<file path="src/rtl/tl_input_conditioner_if.sv">
// Signal bundle between the raw pins/controller side and the input conditioner.
// The conditioner uses the slave modport; whoever drives the pins and the ack uses master.
interface tl_input_conditioner_if;
  logic       ped_button_raw;
  logic       car_sensor_raw;
  logic       ped_ack;
  logic       pedestrian_button;
  logic       car_sensor;
  logic       ped_press;
  logic [7:0] ped_press_count;

  modport master (
    output ped_button_raw,
    output car_sensor_raw,
    output ped_ack,
    input  pedestrian_button,
    input  car_sensor,
    input  ped_press,
    input  ped_press_count
  );

  modport slave (
    input  ped_button_raw,
    input  car_sensor_raw,
    input  ped_ack,
    output pedestrian_button,
    output car_sensor,
    output ped_press,
    output ped_press_count
  );
endinterface

</file>
<file path="src/rtl/tl_input_conditioner.sv">
// Synchronises and debounces the pedestrian button and car sensor pins, latches pedestrian
// requests until acknowledged, and stretches car presence across short sensor dropouts.
module tl_input_conditioner #(
  parameter int unsigned DEBOUNCE_CYCLES = 4,
  parameter int unsigned CAR_HOLD        = 8
) (
  input logic                    clk,
  input logic                    reset_n,
  tl_input_conditioner_if.slave  bus
);

  localparam logic [7:0] DebLast = 8'(DEBOUNCE_CYCLES - 1);
  localparam logic [7:0] CarHold = 8'(CAR_HOLD);

  typedef struct packed {
    logic       deb;
    logic [7:0] cnt;
  } deb_t;

  function automatic deb_t deb_next(logic sync, deb_t cur);
    deb_t nxt;
    nxt = cur;
    if (sync == cur.deb) begin
      nxt.cnt = 8'd0;
    end else if (cur.cnt == DebLast) begin
      nxt.deb = sync;
      nxt.cnt = 8'd0;
    end else begin
      nxt.cnt = cur.cnt + 8'd1;
    end
    return nxt;
  endfunction

  logic       ped_sync1_q, ped_sync2_q, car_sync1_q, car_sync2_q;
  deb_t       ped_deb_q, ped_deb_d, car_deb_q, car_deb_d;
  logic       ped_rise;
  logic       press_q, press_d;
  logic [7:0] count_q, count_d;
  logic       req_q, req_d;
  logic [7:0] hc_q, hc_d;
  logic       car_q, car_d;

  always_comb begin
    ped_deb_d = deb_next(ped_sync2_q, ped_deb_q);
    car_deb_d = deb_next(car_sync2_q, car_deb_q);
    ped_rise  = !ped_deb_q.deb && ped_deb_d.deb;

    press_d = ped_rise;
    count_d = count_q;
    if (ped_rise && (count_q != 8'hff)) begin
      count_d = count_q + 8'd1;
    end
    // A press in the same cycle as an ack wins so the new request is not lost.
    req_d = ped_rise || (req_q && !bus.ped_ack);

    hc_d  = 8'd0;
    car_d = 1'b0;
    if (car_deb_q.deb) begin
      hc_d  = CarHold;
      car_d = 1'b1;
    end else if (hc_q != 8'd0) begin
      hc_d  = hc_q - 8'd1;
      car_d = 1'b1;
    end
  end

  always_ff @(posedge clk or negedge reset_n) begin
    if (!reset_n) begin
      ped_sync1_q <= 1'b0;
      ped_sync2_q <= 1'b0;
      car_sync1_q <= 1'b0;
      car_sync2_q <= 1'b0;
      ped_deb_q   <= '0;
      car_deb_q   <= '0;
      press_q     <= 1'b0;
      count_q     <= 8'd0;
      req_q       <= 1'b0;
      hc_q        <= 8'd0;
      car_q       <= 1'b0;
    end else begin
      ped_sync1_q <= bus.ped_button_raw;
      ped_sync2_q <= ped_sync1_q;
      car_sync1_q <= bus.car_sensor_raw;
      car_sync2_q <= car_sync1_q;
      ped_deb_q   <= ped_deb_d;
      car_deb_q   <= car_deb_d;
      press_q     <= press_d;
      count_q     <= count_d;
      req_q       <= req_d;
      hc_q        <= hc_d;
      car_q       <= car_d;
    end
  end

  assign bus.pedestrian_button = req_q;
  assign bus.car_sensor        = car_q;
  assign bus.ped_press         = press_q;
  assign bus.ped_press_count   = count_q;

endmodule
</file>
<file path="src/flat_wrapper.sv">
// flat-port wrapper written by rule: the top's interface ports become plain ports
module tl_input_conditioner_flat 
#(
  parameter int unsigned DEBOUNCE_CYCLES = 4,
  parameter int unsigned CAR_HOLD        = 8
)
  (clk, reset_n, bus_ped_button_raw, bus_car_sensor_raw, bus_ped_ack, bus_pedestrian_button, bus_car_sensor, bus_ped_press, bus_ped_press_count);
  tl_input_conditioner_if bus_i ();
  input logic clk;
  input logic reset_n;
  input wire logic [$bits(bus_i.ped_button_raw)-1:0] bus_ped_button_raw;
  input wire logic [$bits(bus_i.car_sensor_raw)-1:0] bus_car_sensor_raw;
  input wire logic [$bits(bus_i.ped_ack)-1:0] bus_ped_ack;
  output wire logic [$bits(bus_i.pedestrian_button)-1:0] bus_pedestrian_button;
  output wire logic [$bits(bus_i.car_sensor)-1:0] bus_car_sensor;
  output wire logic [$bits(bus_i.ped_press)-1:0] bus_ped_press;
  output wire logic [$bits(bus_i.ped_press_count)-1:0] bus_ped_press_count;
  assign bus_i.ped_button_raw = bus_ped_button_raw;
  assign bus_i.car_sensor_raw = bus_car_sensor_raw;
  assign bus_i.ped_ack = bus_ped_ack;
  assign bus_pedestrian_button = bus_i.pedestrian_button;
  assign bus_car_sensor = bus_i.car_sensor;
  assign bus_ped_press = bus_i.ped_press;
  assign bus_ped_press_count = bus_i.ped_press_count;
  tl_input_conditioner #(.DEBOUNCE_CYCLES(DEBOUNCE_CYCLES), .CAR_HOLD(CAR_HOLD)) u_core (.clk(clk), .reset_n(reset_n), .bus(bus_i));
endmodule
</file>
<file path="config.mk">
export PLATFORM = sky130hd
export DESIGN_NAME = tl_input_conditioner_flat
export DESIGN_NICKNAME = d
export VERILOG_FILES = /design/src/rtl/tl_input_conditioner_if.sv /design/src/rtl/tl_input_conditioner.sv /design/src/flat_wrapper.sv
export SDC_FILE = /design/constraint.sdc
export NUM_CORES = 1
export LEC_CHECK = 0
export BUFFER_PORTS_ARGS = -buffer_cell sky130_fd_sc_hd__buf_4
export CAP_MARGIN = 0
export CORE_MARGIN = 4
export CORE_UTILIZATION = 58
export CTS_CLUSTER_SIZE = 10
export DETAILED_ROUTE_END_ITERATION = 8
export GPL_TIMING_DRIVEN = 0
export HOLD_SLACK_MARGIN = 0.12
export PLACE_DENSITY = 0.78
export SLEW_MARGIN = 20
export SYNTH_ARGS = -nofsm -noshare
export SYNTH_HDL_FRONTEND = slang
export SYNTH_SLANG_ARGS = --single-unit
</file>
<file path="constraint.sdc">
create_clock -name clk -period 2.7 [get_ports clk]
set_clock_uncertainty 0.1 [all_clocks]
set_input_delay 0 -clock clk [delete_from_list [all_inputs] [get_ports clk]]
set_output_delay 0 -clock clk [all_outputs]
set_load 0.05 [all_outputs]
</file>
After elaboration in Yosys (flattened, before gate mapping)
Index checks and enable logic that the tools add are counted.
- add/subtract/negate cells: 4
- eq/ne operators: 5
- mux-type cells: 10
- bitwise gates (word level): 1
- reductions and logical operators: 8
- operator list (cell ; number):
    two-way mux 8 bit ; 6
    adder 8 x 1 -> 8 bit, second input constant ; 3
    equality test 8 x 2 -> 1 bit, second input constant ; 2
    inequality test 8 bit, second input constant ; 1
    nonzero test 8 bit ; 1
    subtractor 8 x 1 -> 8 bit, second input constant ; 1
    two-way mux 1 bit ; 4
    logical AND 1 bit ; 3
    equality test 1 bit ; 2
    zero test 1 bit ; 2
    AND reduction 2 bit ; 1
    logical OR 1 bit ; 1
    NOT 1 bit ; 1
- register bits: 41
- logic and storage cells: 41

Depth between registers and ports, before layout
Gate-level depths: netlist of the first run.
- depth in word-level cells: 5
- mapped depth: 6
- gate-level depth less buffers: 6

Worst setup path before layout of the first run
Ideal clock, no wire load.
- kind: flip-flop to flip-flop
- from: register u_core.car_deb_q[0] (netlist bit)
- to: register u_core.car_deb_q[8] (netlist bit)
- setup time: 0.125 ns
- data arrival time: 1.695 ns
- data required time: 2.475 ns
- slack: 0.780 ns
- cell stages (with the launch flop): 5
- path buffers: 0
- clock period less this slack: 1.920 ns
- path through: dfrtp_1 > ha_1 > or4b_1 > or4_4 > mux2_4
- word-level cells in the longest chain between the ends: 2
- ends and longest elaborated chain (what ; line ; RTL):
    start: declaration ; tl_input_conditioner.sv:35 ; deb_t ped_deb_q, ped_deb_d, car_deb_q, car_deb_d;
    start signal: assignment ; tl_input_conditioner.sv:86 ; car_deb_q <= car_deb_d;
    equality test 8 x 2 -> 1 bit ; tl_input_conditioner.sv:25 ; end else if (cur.cnt == DebLast) begin
    AND reduction 2 bit (no line) ; - ;
No other way between the ends.
A chain may end at the register's enable or synchronous reset.

Worst setup path in the final report of the first run
- from: register u_core.ped_deb_q[0] (netlist bit)
- to: register u_core.count_q[7], in the netlist u_core.bus.ped_press_count[7]
- word-level cells in the longest chain between the ends: 5
- ends and longest elaborated chain (what ; line ; RTL):
    start: declaration ; tl_input_conditioner.sv:35 ;
    start signal: assignment ; tl_input_conditioner.sv:85 ; ped_deb_q <= ped_deb_d;
    equality test 8 x 2 -> 1 bit ; tl_input_conditioner.sv:25 ;
    two-way mux 1 bit ; tl_input_conditioner.sv:25 ;
    two-way mux 1 bit ; tl_input_conditioner.sv:23 ; if (sync == cur.deb) begin
    logical AND 1 bit ; tl_input_conditioner.sv:46 ; ped_rise = !ped_deb_q.deb && ped_deb_d.deb;
    logical AND 1 bit ; tl_input_conditioner.sv:50 ; if (ped_rise && (count_q != 8'hff)) begin
    end signal: assignment ; tl_input_conditioner.sv:88 ; count_q <= count_d;
    end: declaration ; tl_input_conditioner.sv:38 ; logic [7:0] count_q, count_d;
No other way between the ends.

==> impl_results.md, run 1 <==
* Status: finished, final reports clean
* WHS Path Cells at 2
* Adder-cell share of the synthesized area at 0.0348
* Largest family of logic cells by synthesized area: simple AND/OR/NAND/NOR gates
* DRT Pass-1 Iters at 4
* # fillers at 214
* Hold path startpoint: bus_car_sensor_raw
* Total gr overflow at 0
* N_diodes at 0
* Later-pin clock latency in the skew report at 0.35 ns
* Reg clk slew, reported paths at 0.12 ns
* Final hold vios at 0
* RR Startpoint: u_core.ped_deb_q[0]
* Seq/Total Area, Yosys at 0.571
* Final WL at 2970 um
* Chip height at 63.7 um
* Hold EP: u_core.car_sync1_q
* Total GRT Usage at 0.176
* Design area at 2090 um^2
* Critical Path RT at 2.84 ns
* WL/cell at 13.7 um
* Non-filler cells, final at 216
* DRT iter0 DRCs at 84
* Area of the die at 4050 um^2
* Syn nets at 166
* Count of pins over their slew limit at 0
* Cells after synthesis at 156
* Vias/cell at 5.60
* FF-to-FF path depth at 5
* GP Congestion at 0.812
* Post-synth top cells: dfrtp_1, nor2_1, xor2_1
* Setup violators final at 0
* Yosys cell types at 30
* Placed instance area at 1950 um^2
* Vias post-DR at 1209
* Min Clock Period, post-route at 2.11 ns
* CP Capture Type: flop
* Initial antenna violation count at 0
* TritonCTS clock tree: done
* Layout cells sized above 1 at 0.178
* Peak VDD IR at 0.608 mV
* Clock sinks at 41
* Ports at 16
* Synth Register Bits at 41
* Asr flop ratio synth at 1.00
* Post-Synth Simple-Gate Area at 0.225
* CTS Root Cell: clkbuf_4
* Critical path launch point type: flop
* Primary FF master, synth: dfrtp_1
* Pwr/cell area at 864 nW/um^2
* Leakage at 1.00 nW
* Largest cells by area after synthesis: dfrtp_1, xor2_1, nor2_1
* # rows at 19
* Data arrival, critical path at 2.25 ns
* Post-CTS setup buffers at 0
* Fin Hold WS at 0.196 ns
* Max-slew headroom at 0.768
* Worst-case clock buffer depth at 2
* Fraction of synthesized cell area in xor and xnor cells at 0.122
* F_max at 0.473 GHz
* Drt drc at 0
* Dpl cells at 202
* Synth top area share at 0.571
* Final Cycle Share at 0.782
* Syn. warnings at 0
* Post-synth EDFFs at 0
* IO buf count at 15
* Vias in the first global route at 1226
* Worst R2R End: u_core.bus.ped_press_count[7]
* WS Path Type: flop to flop
* Dpl hpwl at 2100 um
* Die Wd at 63.7 um
* Total negative slack at 0 ns
* Area Overhead vs Synth at 16.2%
* Total power at 0.00181 W
* First-pass GRT wire length at 5430 um
* Largest net degree at the start of global routing at 42
* Mux cell area share after synthesis at 0.0271
* Htree depth at 2
* CP max FO at 5
* HP Class: input port to flop
* Mapped Area at 1800 um^2
* Leading area contributor after synthesis: dfrtp_1
* Net count, final at 194
* Max-cap viol count at 0
* Mean area per synthesized cell at 11.5 um^2
* Measured slew at the worst slew-check pin at 0.344 ns
* Synth Area in Compound Gates at 0.00974
* RSZ-0062 raised after global routing: no
* Core area at 2850 um^2
* Final antenna-violating net count at 0
* Register-to-register path setup slack at 0.59 ns
* Starting Density at 0.630
* Most common cell in the netlist: dfrtp_1
* Total clock buffers created by CTS at 5
## cells in the final DEF, fill, tap and decap left out, types with 3 or more instances in the layout
master	count
dfrtp_1	41
nor2_1	26
xor2_1	16
buf_4	15
nand3_1	14
xnor2_1	9
and3_1	7
nand2_1	5
ha_1	5
clkbuf_4	5
dlygate4sd3_1	5
inv_1	4
nor3_1	3
mux2_2	3
## cell type report
class | count | area, um^2 | area share
flip-flops and latches | 41 | 1030 | 0.491
inverters | 4 | 15.0 | 0.00719
clock buffers | 7 | 65.1 | 0.0311
plain buffers | 1 | 3.75 | 0.00180
clock inverters | 1 | 5.00 | 0.00240
repair buffers | 21 | 183 | 0.0874
multi-input cells | 110 | 753 | 0.360
well taps | 31 | 38.8 | 0.0186
## worst max-delay path: stages (launching register included)
cell and delay (ns):
dfrtp_1 0.42, ha_1 0.26, nor4b_4 0.27, nand3_1 0.22
or4_1 0.59, xnor2_1 0.14
## cell families after synthesis
kind of cell / count (synthesis)
buffers and inverters: 5
AND/OR/NAND/NOR: 73
multiplexers: 4
flip-flops: 41
adder cells (fa/ha/maj): 5
XOR/XNOR: 25
AO/OA/AOI/OAI: 3
## power breakdown
part           internal [W]  switching (W)
registers          0.000746       0.000135
logic              0.000253       0.000329
clock network      0.000151       0.000191
## per-layer routing
layer	wire length [um]	up-vias	share of wire	track usage
met3	132	9	0.044	0.0710
met4	67	0	0.023	0.0809
met2	1460	21	0.49	0.276
met1	1310	591	0.44	0.212
met5	0	-	0	0
li1	-	588	-	-
## stage by stage
stage / setup slack [ns] / util
floorplan: 0.780 / -
global route: 0.416 / 0.732
finish: 0.587 / 0.732
detailed placement: 0.593 / 0.683
global placement: 0.621 / 0.683
CTS: 0.566 / 0.732
## how the worst max path moves through the flow
| stage | slack (ns) | end | from |
|---|---|---|---|
| finish | 0.59 | u_core.bus.ped_press_count[7] | u_core.ped_deb_q[0] |
| global route | 0.42 | u_core.bus.ped_press_count[7] | u_core.ped_deb_q[0] |
| CTS | 0.57 | u_core.bus.ped_press_count[7] | u_core.ped_deb_q[0] |
| detailed placement | 0.59 | u_core.bus.ped_press_count[7] | u_core.ped_deb_q[0] |
| global placement | 0.62 | u_core.bus.ped_press_count[7] | u_core.ped_deb_q[0] |
| floorplan | 0.78 | u_core.car_deb_q[8] | u_core.car_deb_q[0] |
## sequential cells by signal, indices dropped and copies added (netlist names), 8 cells and up
register,flops
u_core.hc_q,8
u_core.ped_deb_q,9
u_core.bus.ped_press_count,8
u_core.car_deb_q,9
## what timing repair did
item,CTS,global route
gates resized for setup,0,0
setup endpoints to repair,0,0
hold endpoints to repair,44,0
hold buffers,6,0
Power figures use the tool's default switching activity.
==> run 2: changes to the inputs <==
--- a/config.mk
+++ b/config.mk
@@ -8,12 +8,12 @@
 export BUFFER_PORTS_ARGS = -buffer_cell sky130_fd_sc_hd__buf_4
 export CAP_MARGIN = 0
 export CORE_MARGIN = 4
-export CORE_UTILIZATION = 58
+export CORE_UTILIZATION = 52
 export CTS_CLUSTER_SIZE = 10
 export DETAILED_ROUTE_END_ITERATION = 8
 export GPL_TIMING_DRIVEN = 0
 export HOLD_SLACK_MARGIN = 0.12
-export PLACE_DENSITY = 0.78
+export PLACE_DENSITY = 0.74
 export SLEW_MARGIN = 20
 export SYNTH_ARGS = -nofsm -noshare
 export SYNTH_HDL_FRONTEND = slang
==> constraint.sdc (replaced) <==
create_clock -name clk -period 1.9 [get_ports clk]
set_clock_uncertainty 0.1 [all_clocks]
set_input_delay 0 -clock clk [delete_from_list [all_inputs] [get_ports clk]]
set_output_delay 0 -clock clk [all_outputs]
set_load 0.05 [all_outputs]
==> impl_results.md, run 2 (same netlist as run 1, synthesis figures left out) <==
* Final WL at 3390 um (was 2970 um)
* CP max FO at 2 (was 5)
* Area Overhead vs Synth at 23.1% (was 16.2%)
* WS Path Type: flop to flop (unchanged)
* Leakage at 1.04 nW (was 1.00 nW)
* Starting Density at 0.539 (was 0.630)
* Vias/cell at 5.45 (was 5.60)
* RSZ-0062 raised after global routing: yes (was no)
* Final antenna-violating net count at 0 (unchanged)
* Max-cap viol count at 0 (unchanged)
* Status: finished, violations left (was finished, final reports clean)
* Internal power of the cells at 0.00168 W (was 0.00115 W)
* Measured slew at the worst slew-check pin at 0.530 ns (was 0.344 ns)
* WHS Path Cells at 2 (unchanged)
* Htree depth at 2 (unchanged)
* Setup violators final at 8 (was 0)
* Layout cells sized above 1 at 0.281 (was 0.178)
* Clock power share at 0.155 (was 0.189)
* Dpl cells at 217 (was 202)
* Hold EP: u_core.ped_sync1_q (was u_core.car_sync1_q)
* Later-pin clock latency in the skew report at 0.34 ns (was 0.35 ns)
* Number of stages on the worst setup path at 4 (was 5)
* WL/cell at 14.3 um (was 13.7 um)
* Chip height at 66.8 um (was 63.7 um)
* GP Congestion at 0.832 (was 0.812)
* Critical path launch point type: flop (unchanged)
* FF-to-FF path depth at 4 (was 5)
* Setup WS pre-CTS at -0.167 ns (was 0.593 ns)
* Crit-path cells: ha_4 -> or4b_1 -> or4_4 -> mux2_4 (was ha_1 -> nor4b_4 -> nand3_1 -> or4_1 -> xnor2_1)
* Ports at 16 (unchanged)
* IO buf count at 15 (unchanged)
* Vias in the first global route at 1336 (was 1226)
* Core area at 3340 um^2 (was 2850 um^2)
* NetSw at 0.00102 W (was 0.000655 W)
* First-pass GRT wire length at 5850 um (was 5430 um)
* Commonest non-fill, non-tap cell in the layout: dfrtp_1 (unchanged)
* Final hold vios at 0 (unchanged)
* Initial antenna violation count at 0 (unchanged)
* DRT iter0 DRCs at 48 (was 84)
* TritonCTS clock tree: done (unchanged)
* Total GRT Usage at 0.175 (was 0.176)
* N_diodes at 0 (unchanged)
* F_max at 0.515 GHz (was 0.473 GHz)
* Final Cycle Share at 1.02 (was 0.782)
* Data arrival, critical path at 2.07 ns (was 2.25 ns)
* # rows at 21 (was 19)
* Count of pins over their slew limit at 0 (unchanged)
* Peak VDD IR at 0.950 mV (was 0.608 mV)
* Worst R2R End: u_core.car_deb_q[8] (was u_core.bus.ped_press_count[7])
* Non-filler cells, final at 238 (was 216)
* HP Class: input port to flop (unchanged)
* CTS Root Cell: clkbuf_4 (unchanged)
* Combinational share of power at 0.381 (was 0.322)
* Biggest regs: u_core.car_deb_q (9), u_core.ped_deb_q (9) (unchanged)
* Flop pwr share at 0.464 (was 0.488)
* Total clock buffers created by CTS at 5 (unchanged)
* Worst-case clock buffer depth at 2 (unchanged)
* DRT Pass-1 Iters at 4 (unchanged)
* Min Clock Period, post-route at 1.94 ns (was 2.11 ns)
* CP peak stage delay at 0.44 ns (was 0.59 ns)
* Net count, final at 201 (was 194)
* RR Startpoint: u_core.car_deb_q[0] (was u_core.ped_deb_q[0])
* Register-to-register path setup slack at -0.04 ns (was 0.59 ns)
* Critical Path RT at 2.03 ns (was 2.84 ns)
* Worst path bufs/invs at 0 (unchanged)
* Worst Setup Slack, final at -0.0433 ns (was 0.587 ns)
* Max-slew headroom at 0.645 (was 0.768)
* Delay-heaviest family, CP: simple AND/OR/NAND/NOR gates (unchanged)
* Failing checks: negative setup slack
* Hold path startpoint: bus_ped_button_raw (was bus_car_sensor_raw)
* Total gr overflow at 0 (unchanged)
* Commonest cells after routing, fill and taps aside: dfrtp_1, buf_4, nor2_1, xor2_1, nand3_1 (was dfrtp_1, nor2_1, xor2_1, buf_4, nand3_1)
* Clock sinks at 41 (unchanged)
* Total power at 0.00269 W (was 0.00181 W)
* Net Sw Frac at 0.378 (was 0.363)
* CP Capture Type: flop (unchanged)
* CP max-delay cell: or4_4 (was or4_1)
* Die Wd at 66.8 um (was 63.7 um)
* Area of the die at 4460 um^2 (was 4050 um^2)
* Drt drc at 0 (unchanged)
* Reg clk slew, reported paths at 0.12 ns (about the same)
* Pwr/cell area at 1220 nW/um^2 (was 864 nW/um^2)
* Largest net degree at the start of global routing at 42 (unchanged)
* Vias post-DR at 1297 (was 1209)
* Dpl hpwl at 2060 um (was 2100 um)
## run 2: power groups by stage
stage | Combinational (W) | Sequential, W | Clock (W)
5_1_grt | 0.00114 | 0.00128 | 0.000482
6_report | 0.00103 | 0.00125 | 0.000418
2_1_floorplan | 0.000506 | 0.00135 | 0
4_1_cts | 0.000935 | 0.00125 | 0.000428
3_5_place_dp | 0.000819 | 0.00127 | 0
3_3_place_gp | 0.000779 | 0.00125 | 0
## run 2: worst max-delay path by stage
stage / start / endpoint / slack [ns]
final: u_core.car_deb_q[0] / u_core.car_deb_q[8] / -0.04
after global routing: u_core.car_deb_q[0] / u_core.car_deb_q[8] / -0.11
after CTS: u_core.car_deb_q[0] / u_core.car_deb_q[8] / -0.03
after detailed placement: u_core.ped_deb_q[0] / u_core.bus.ped_press_count[7] / -0.17
after global placement: u_core.ped_deb_q[0] / u_core.bus.ped_press_count[7] / -0.15
after floorplan: u_core.car_deb_q[0] / u_core.car_deb_q[8] / -0.009
## run 2: through the flow
stage           util  area, um^2  hold WS [ns]  setup TNS [ns]
2_1_floorplan      -        1800        -0.396        -0.00900
3_3_place_gp   0.591        1970        -0.103          -0.535
3_5_place_dp   0.591        1970       -0.0939          -0.813
4_1_cts        0.646        2160         0.199         -0.0553
5_1_grt        0.663        2210         0.203          -0.801
6_report       0.663        2210         0.220          -0.113
## run 2: cell type report
type / count / area, um^2
fillers: 267 / 1120
flip-flops and latches: 41 / 1030
multi-input cells: 110 / 830
repair buffers: 29 / 234
well taps: 46 / 57.6
clock buffers: 6 / 41.3
inverters: 4 / 15.0
clock inverters: 2 / 10.0
## run 2: what timing repair did
action / 4_1_cts / 5_1_grt
buffers inserted: 8 / 1
endpoints found under the hold margin: 44 / 0
pin swaps: 3 / 10
gates resized for setup: 4 / 14
hold buffers: 5 / 0
setup endpoints to repair: 20 / 22
## run 2: metal layers
metal  GRT usage  wire length [um]
met2       0.283              1710
met5           0                 0
met4      0.0660                54
met1       0.222              1470
met3      0.0472               156
==> run 3: changes to the inputs <==
--- a/config.mk
+++ b/config.mk
@@ -13,7 +13,7 @@
 export DETAILED_ROUTE_END_ITERATION = 8
 export GPL_TIMING_DRIVEN = 0
 export HOLD_SLACK_MARGIN = 0.12
-export PLACE_DENSITY = 0.74
+export PLACE_DENSITY = 0.77
 export SLEW_MARGIN = 20
 export SYNTH_ARGS = -nofsm -noshare
 export SYNTH_HDL_FRONTEND = slang
==> impl_results.md, run 3 (same netlist as run 1, synthesis figures left out) <==
* Leakage at 1.06 nW (was 1.04 nW)
* Die Wd at 66.8 um (unchanged)
* GP Congestion at 0.769 (was 0.832)
* # fillers at 246 (was 267)
* Chip height at 66.8 um (unchanged)
* Area Overhead vs Synth at 27.9% (was 23.1%)
* Fin Hold WS at 0.195 ns (was 0.220 ns)
* WL/cell at 14.5 um (was 14.3 um)
* Vias/cell at 5.29 (was 5.45)
* Area of the multi-input gates at 875 um^2 (was 830 um^2)
* RSZ-0062 raised after global routing: yes (unchanged)
* Register-to-register path setup slack at -0.06 ns (was -0.04 ns)
* Max-slew headroom at 0.663 (was 0.645)
* Worst Setup Slack, final at -0.0583 ns (was -0.0433 ns)
* Ports at 16 (unchanged)
* Final antenna-violating net count at 0 (unchanged)
* Final WL at 3460 um (was 3390 um)
* Pwr/cell area at 1290 nW/um^2 (was 1220 nW/um^2)
* Later-pin clock latency in the skew report at 0.35 ns (was 0.34 ns)
* Status: finished, violations left (unchanged)
* Clock sinks at 41 (unchanged)
* Total negative slack at -0.180 ns (was -0.113 ns)
* CP max FO at 2 (unchanged)
* # rows at 21 (unchanged)
* IO buf count at 15 (unchanged)
* Biggest regs: u_core.car_deb_q (9), u_core.ped_deb_q (9) (unchanged)
* Initial antenna violation count at 0 (unchanged)
* Layout cells sized above 1 at 0.295 (was 0.281)
* Largest net degree at the start of global routing at 42 (unchanged)
* WHS Path Cells at 2 (unchanged)
* Max-cap viol count at 0 (unchanged)
* Dpl hpwl at 2080 um (was 2060 um)
* Failing checks: negative setup slack (unchanged)
* N_diodes at 0 (unchanged)
* F_max at 0.511 GHz (was 0.515 GHz)
* Area of the die at 4460 um^2 (unchanged)
* Final Cycle Share at 1.03 (was 1.02)
* Non-filler cells, final at 239 (was 238)
* First-pass GRT wire length at 6050 um (was 5850 um)
* FF+latch area at 1030 um^2 (unchanged)
* Setup violators final at 9 (was 8)
* WS Path Type: flop to flop (unchanged)
* RR Startpoint: u_core.car_deb_q[0] (unchanged)
* Data arrival, critical path at 2.11 ns (was 2.07 ns)
* Measured slew at the worst slew-check pin at 0.506 ns (was 0.530 ns)
* Commonest non-fill, non-tap cell in the layout: dfrtp_1 (unchanged)
* Starting Density at 0.539 (unchanged)
* CTS Root Cell: clkbuf_4 (unchanged)
* Count of pins over their slew limit at 0 (unchanged)
* Reg clk slew, reported paths at 0.12 ns (about the same)
* Worst-case clock buffer depth at 2 (unchanged)
* TritonCTS clock tree: done (unchanged)
* Min Clock Period, post-route at 1.96 ns (was 1.94 ns)
* Dpl cells at 217 (unchanged)
* Commonest cells after routing, fill and taps aside: dfrtp_1, buf_4, nor2_1, xor2_1, nand3_1 (unchanged)
* Htree depth at 2 (unchanged)
* Total GRT Usage at 0.185 (was 0.175)
* Hold EP: u_core.ped_sync1_q (unchanged)
* Total clock buffers created by CTS at 5 (unchanged)
* Drt drc at 0 (unchanged)
* CP Capture Type: flop (unchanged)
* Vias in the first global route at 1329 (was 1336)
* Worst R2R End: u_core.car_deb_q[8] (unchanged)
* Peak VDD IR at 0.807 mV (was 0.950 mV)
* Vias post-DR at 1264 (was 1297)
* Core area at 3340 um^2 (unchanged)
* Final hold vios at 0 (unchanged)
* Total gr overflow at 0 (unchanged)
* DRT iter0 DRCs at 50 (was 48)
* HP Class: input port to flop (unchanged)
* Critical path launch point type: flop (unchanged)
* Net count, final at 202 (was 201)
* DRT Pass-1 Iters at 4 (unchanged)
* Critical Path RT at 2.05 ns (was 2.03 ns)
* FF-to-FF path depth at 4 (unchanged)
* Hold path startpoint: bus_ped_button_raw (unchanged)
==> run 3: cell types whose count changed in the layout (fill, tap and decap cells not counted) <==
cell / delta
nor2_4: +3
clkinv_2: -2
nor2_1: -2
buf_4: +1
bufinv_16: +1
clkbuf_8: +1
ha_2: -1
ha_4: +1
nor2_2: -1
nor3_2: -1
nor3_4: +1
nor4_2: -1
nor4_4: +1
==> run 3: worst max path at each step <==
stage,from,endpoint,cells after the start
2_1_floorplan,u_core.car_deb_q[0],u_core.car_deb_q[8],4
3_3_place_gp,u_core.ped_deb_q[0],u_core.bus.ped_press_count[7],5
3_5_place_dp,u_core.ped_deb_q[0],u_core.bus.ped_press_count[7],5
4_1_cts,u_core.car_deb_q[0],u_core.car_deb_q[8],4
5_1_grt,u_core.hc_q[5],u_core.hc_q[1],4
6_report,u_core.car_deb_q[0],u_core.car_deb_q[8],4
==> run 3: area by class of cell <==
type                            count  share of cell area
Inverter                            4             0.00653
Multi-Input combinational cell    110               0.380
Clock buffer                        7              0.0239
Tap cell                           46              0.0250
Timing Repair Buffer               30               0.105
Sequential cell                    41               0.446
Clock inverter                      1              0.0131
==> run 3: critical path, cell delays in order, from the launching register on <==
cell,delay [ns]
dfrtp_1,0.42
ha_4,0.15
or4b_1,0.43
or4_4,0.45
mux2_4,0.31
==> run 3: per-layer routing <==
layer	global-route usage	part of all wire	vias to the layer above
li1	-	-	602
met1	0.233	0.44	626
met2	0.300	0.50	27
met3	0.0489	0.042	9
met4	0.0761	0.020	0
met5	0	0	-
==> run 3: what timing repair did <==
action,4_1_cts,5_1_grt
hold buffers,5,0
resized for setup,5,21
endpoints found under the setup margin,19,23
hold endpoints to repair,44,0
buffers inserted,8,2
pin swaps,3,10
==> run 3: per-stage QoR <==
step	setup WS (ns)	total power (W)	instance area [um^2]	util
4_1_cts	-0.0471	0.00281	2200	0.660
6_report	-0.0583	0.00297	2300	0.689
3_3_place_gp	-0.122	0.00204	1970	0.591
3_5_place_dp	-0.194	0.00209	1970	0.591
2_1_floorplan	-0.00900	0.00186	1800	-
5_1_grt	-0.0982	0.00319	2300	0.689
==> run 3: power by group <==
group | internal (W) | total, W | switching, W
registers | 0.00106 | 0.00126 | 0.000203
logic | 0.000502 | 0.00111 | 0.000606
clock network | 0.000314 | 0.000601 | 0.000287
total | 0.00188 | 0.00297 | 0.00110
